**src/rtl/deserializador_pkg.sv**
```systemverilog
// Shared types and constants for the comma-aligned deserializer family.
// The comma detector is reused by the transmitter-side checker.
package deserializador_pkg;

    localparam int CNT_W = 4;

    localparam logic [9:0] K28_5_RDN = 10'b0011111010;
    localparam logic [9:0] K28_5_RDP = 10'b1100000101;

    typedef enum logic [1:0] {
        BUSCANDO      = 2'd0,
        SINCRONIZANDO = 2'd1,
        ALINEADO      = 2'd2
    } estado_t;

endpackage

```
**src/rtl/deserializador_alineado_detector.sv**
```systemverilog
// Combinational comma detector: flags a word equal to COMMA in either
// running disparity (the pattern or its bitwise complement).
module detector_comma #(
    parameter int unsigned      WIDTH = 10,
    parameter logic [WIDTH-1:0] COMMA = 10'b0011111010
) (
    input  logic [WIDTH-1:0] palabra,
    output logic             hit
);

    assign hit = (palabra == COMMA) || (palabra == ~COMMA);

endmodule

```
**src/rtl/deserializador_alineado.sv**
```systemverilog
// Serial-to-parallel receiver that finds word boundaries by comma detection,
// declares lock after LOCK_COUNT boundary commas and drops it after LOSS_LIMIT
// misaligned commas.
//
//   state         | meaning
//   BUSCANDO      | hunting for any comma in the bit stream
//   SINCRONIZANDO | comma seen; confirming commas land on the boundary
//   ALINEADO      | locked; one word emitted per boundary
module deserializador_alineado
    import deserializador_pkg::*;
#(
    parameter int unsigned      WIDTH      = 10,
    parameter logic [WIDTH-1:0] COMMA      = K28_5_RDN,
    parameter int unsigned      LOCK_COUNT = 4,
    parameter int unsigned      LOSS_LIMIT = 3
) (
    input  logic             clk,
    input  logic             rst,
    input  logic             enb,
    input  logic             entrada,
    output logic [WIDTH-1:0] salidas,
    output logic             valido,
    output logic             es_comma,
    output logic             alineado
);

    estado_t          state_q, state_d;
    logic [WIDTH-1:0] sr_q;
    logic [CNT_W-1:0] cnt_q, cnt_d;
    logic [CNT_W-1:0] cnt_comma_q, cnt_comma_d;
    logic [CNT_W-1:0] cnt_err_q, cnt_err_d;
    logic             hit;
    logic             frontera;
    logic             captura;

    detector_comma #(
        .WIDTH (WIDTH),
        .COMMA (COMMA)
    ) u_detector (
        .palabra (sr_q),
        .hit     (hit)
    );

    assign frontera = (cnt_q == '0);

    always_comb begin
        state_d     = state_q;
        cnt_d       = (cnt_q == CNT_W'(WIDTH - 1)) ? '0 : cnt_q + 1'b1;
        cnt_comma_d = cnt_comma_q;
        cnt_err_d   = cnt_err_q;
        captura     = 1'b0;

        case (state_q)
            BUSCANDO: begin
                // The comma just found defines phase 0, so the next edge is phase 1.
                if (hit) begin
                    cnt_d       = CNT_W'(1);
                    cnt_comma_d = CNT_W'(1);
                    if (LOCK_COUNT == 1) begin
                        state_d   = ALINEADO;
                        cnt_err_d = '0;
                    end else begin
                        state_d = SINCRONIZANDO;
                    end
                end
            end
            SINCRONIZANDO: begin
                if (frontera) begin
                    if (hit) begin
                        cnt_comma_d = cnt_comma_q + 1'b1;
                        if ((cnt_comma_q + 1'b1) == CNT_W'(LOCK_COUNT)) begin
                            state_d   = ALINEADO;
                            cnt_err_d = '0;
                        end
                    end else begin
                        state_d     = BUSCANDO;
                        cnt_comma_d = '0;
                    end
                end
            end
            ALINEADO: begin
                // A boundary comma wins over error counting.
                if (frontera) begin
                    captura = 1'b1;
                    if (hit) begin
                        cnt_err_d = '0;
                    end
                end else if (hit) begin
                    cnt_err_d = cnt_err_q + 1'b1;
                    if ((cnt_err_q + 1'b1) == CNT_W'(LOSS_LIMIT)) begin
                        state_d     = BUSCANDO;
                        cnt_comma_d = '0;
                    end
                end
            end
            default: begin
                state_d     = BUSCANDO;
                cnt_comma_d = '0;
            end
        endcase
    end

    always_ff @(posedge clk or posedge rst) begin
        if (rst) begin
            state_q     <= BUSCANDO;
            sr_q        <= '0;
            cnt_q       <= '0;
            cnt_comma_q <= '0;
            cnt_err_q   <= '0;
            salidas     <= '0;
            valido      <= 1'b0;
            es_comma    <= 1'b0;
            alineado    <= 1'b0;
        end else if (enb) begin
            state_q     <= state_d;
            sr_q        <= {sr_q[WIDTH-2:0], entrada};
            cnt_q       <= cnt_d;
            cnt_comma_q <= cnt_comma_d;
            cnt_err_q   <= cnt_err_d;
            valido      <= captura;
            es_comma    <= captura & hit;
            alineado    <= (state_d == ALINEADO);
            if (captura) begin
                salidas <= sr_q;
            end
        end else begin
            valido   <= 1'b0;
            es_comma <= 1'b0;
        end
    end

endmodule

```
**config.mk**
```make
export PLATFORM = sky130hd
export DESIGN_NAME = deserializador_alineado
export DESIGN_NICKNAME = d
export VERILOG_FILES = /design/src/rtl/deserializador_pkg.sv /design/src/rtl/deserializador_alineado_detector.sv /design/src/rtl/deserializador_alineado.sv
export SDC_FILE = /design/constraint.sdc
export NUM_CORES = 1
export LEC_CHECK = 0
export ABC_AREA = 0
export CAP_MARGIN = 5
export CORE_MARGIN = 2
export CORE_UTILIZATION = 32
export CTS_CLUSTER_DIAMETER = 30
export CTS_CLUSTER_SIZE = 28
export DETAILED_ROUTE_END_ITERATION = 10
export GPL_TIMING_DRIVEN = 0
export HOLD_SLACK_MARGIN = 0.1
export PLACE_DENSITY = 0.6
export SYNTH_ARGS = -nofsm -noshare
export SYNTH_HDL_FRONTEND = slang
export SYNTH_HIERARCHICAL = 1
export SYNTH_SLANG_ARGS = --single-unit
```
**constraint.sdc**
```tcl
create_clock -name clk -period 2.5 [get_ports clk]
set_input_delay 0.5 -clock clk [delete_from_list [all_inputs] [get_ports clk]]
set_output_delay 0.5 -clock clk [all_outputs]
set_load 0.01 [all_outputs]
```
==> metrics.yaml <==
max_freq_ghz: 0.421
fin_ws_ps: 122
dr_total_vias: 1383
route.detailed.drc: 0
power_leakage_nw: 1.06
syn_to_final_growth_pct: 18.7
synthCells: 173
setup_viol: 0
cp-end-kind: "register"
postCtsHoldBufs: 0
insertion_delay_ps: 290
fillCellCount: 575
yosysWarningCount: 6
critPathRequiredTime_ps: 2680
synth_edf_count: 0
synth_cell_types: 52
max-vdd-ir-drop_uv: 357
dr.pass1.iters: 4
cts_made_buffers: 5
slew_headroom_pct: 49.1
viasPerCell: 5.08
tritoncts: "done"
syn_area_um2: 1950
ys_seq_area_share_pct: 47.5
dpl_worst_slack_ps: -139
maxCapViolCount: 0
hold_class: "register to register"
die_y_um: 82.1
die_area_um2: 6740
async_reset_ff_share_pct: 100
worst_pin_slew_ps: 763
rsz0062_at_grt: "no"
final_cell_mix: "37 x dfrtp_1, 21 x mux2_2, 15 x clkdlybuf4s50_1, 12 x inv_1, 10 x nand2_1"
fin_nets: 204
final_hold_viol_count: 0
period_needed_ps: 2380
drtAntennaViolNets: 0
grt_pass1_vias: 1381
gp_congestion: 0.800
antenna_found_initial: 0
core_um2: 5920
h-tree-depth: 2
grt_usage_pct: 12.9
finClkSkew_ps: 5.41
setup.worst_path.start_class: "register"
ys.flop_type: "dfrtp_1"
clockBufferDepth: 2
drt_wl_total_um: 3760
synth.avg_cell_area_um2: 11.3
maxSlewViolCount: 0
ys_ff_latch: 37
antennaDiodeCount: 0
status: "finished, final reports clean"
fin_crit_sh_pct: 95.1
clk_pin_slew_ps: 80
path_max_fanout: 5
post-route-util_pct: 39.1
cts_sinks: 37
syn-num-nets: 181
dpl.hpwl_um: 2610
wl_per_cell_um: 13.8
port_buffers: 15
worstSetupPathType: "register to register"
p_per_area_nw_per_um2: 669
die_x_um: 82.1
final_common_cell: "dfrtp_1"
drive_gt1_share_pct: 24.4
cts-root-buf: "clkbuf_8"
start_util_pct: 32.9
dr.first_iter.drc_count: 72
gr-total-overflow: 0
boundaryPins: 17
cp.arrival_ps: 2550
grt_pass1_wl_um: 6620
rows: 28
grt_max_degree: 38
==> routing by layer <==
metal  global-route usage, %  wire length (um)
met5                       0                 0
met4                    6.00                53
met3                    2.31                77
met2                    20.0              1750
met1                    17.3              1880
==> stage by stage <==
stage / cell area, um^2 / hold slack [ps] / total power (W) / instances / setup TNS, ps
after floorplan: 1950 / 521 / 0.00104 / 173 / 0
after global placement: 2190 / 490 / 0.00111 / 263 / -294
after detailed placement: 2190 / 489 / 0.00112 / 263 / -205
after CTS: 2300 / 513 / 0.00157 / 272 / 0
after global routing: 2310 / 525 / 0.00165 / 272 / 0
final: 2310 / 507 / 0.00155 / 272 / 0
==> state kept, by name (all words and copies together), names as in the netlist <==
name	cells
state_q	2
cnt_comma_q	4
cnt_q	4
salidas	10
es_comma	1
valido	1
alineado	1
sr_q	10
cnt_err_q	4
==> Yosys cell counts, drive strengths merged, types with 4 or more instances <==
| cell type | n | share of area [%] |
|---|---|---|
| nand3 | 4 | 1.0 |
| inv | 13 | 2.5 |
| nor4 | 4 | 2.4 |
| ha | 4 | 2.6 |
| nor2 | 7 | 1.3 |
| a21oi | 5 | 1.3 |
| mux2 | 22 | 13 |
| o21ai | 9 | 2.3 |
| buf | 6 | 2.6 |
| dfrtp | 37 | 47 |
| nand2 | 10 | 1.9 |
==> power breakdown <==
part           total, W  switching, W  internal (W)
clock          0.000431      0.000233      0.000198
combinational  0.000279      0.000127      0.000152
sequential     0.000838      0.000147      0.000691
total           0.00155      0.000507       0.00104
==> worst max-delay path, cell delays in order, from the launching register on <==
cell and delay [ps]:
dfrtp_1 420, or4b_1 590, o41ai_4 360, o221ai_2 190, a211oi_2 370, mux2_4 340
==> worst paths after layout <==
check,startpoint,end,slack [ps],cells past startpoint
setup / recovery,sr_q[1],cnt_comma_q[2],120,5
hold reg to reg,salidas[2],salidas[2],510,1
max in group asynchronous,rst,cnt_comma_q[1],1360,2
setup reg to reg,sr_q[1],cnt_comma_q[2],120,5
hold / removal,salidas[2],salidas[2],510,1
min in group asynchronous,rst,sr_q[8],660,2
==> repair_timing <==
action | 4_1_cts | 5_1_grt
buffers inserted | 1 | 0
hold endpoints to repair | 0 | 0
endpoints found under the setup margin | 5 | 4
resized for setup | 1 | 2
pin swaps | 1 | 2
==> cells by family (layout without fill, tap and decap cells) <==
family,after synthesis,count (layout),synth area share (%)
compound gates,35,35,13.0
xor+xnor,1,1,0.449
fa+ha+maj,4,4,2.57
buf+inv,20,44,5.77
flops,37,37,47.5
mux,23,23,13.4
simple gates,53,53,17.4
==> area by class of cell <==
type                       instances  area [um^2]  share of cell area [%]
buffer                             7         63.8                    2.76
inverter                          13         48.8                    2.11
sequential                        37          926                    40.0
clock buffer                       5         68.8                    2.97
tap                               75         93.8                    4.05
multi-input combinational        116          935                    40.4
timing repair buffer              16          158                    6.81
clock inverter                     3         21.3                   0.919
Note: power is estimated with default switching activity, not from simulation.
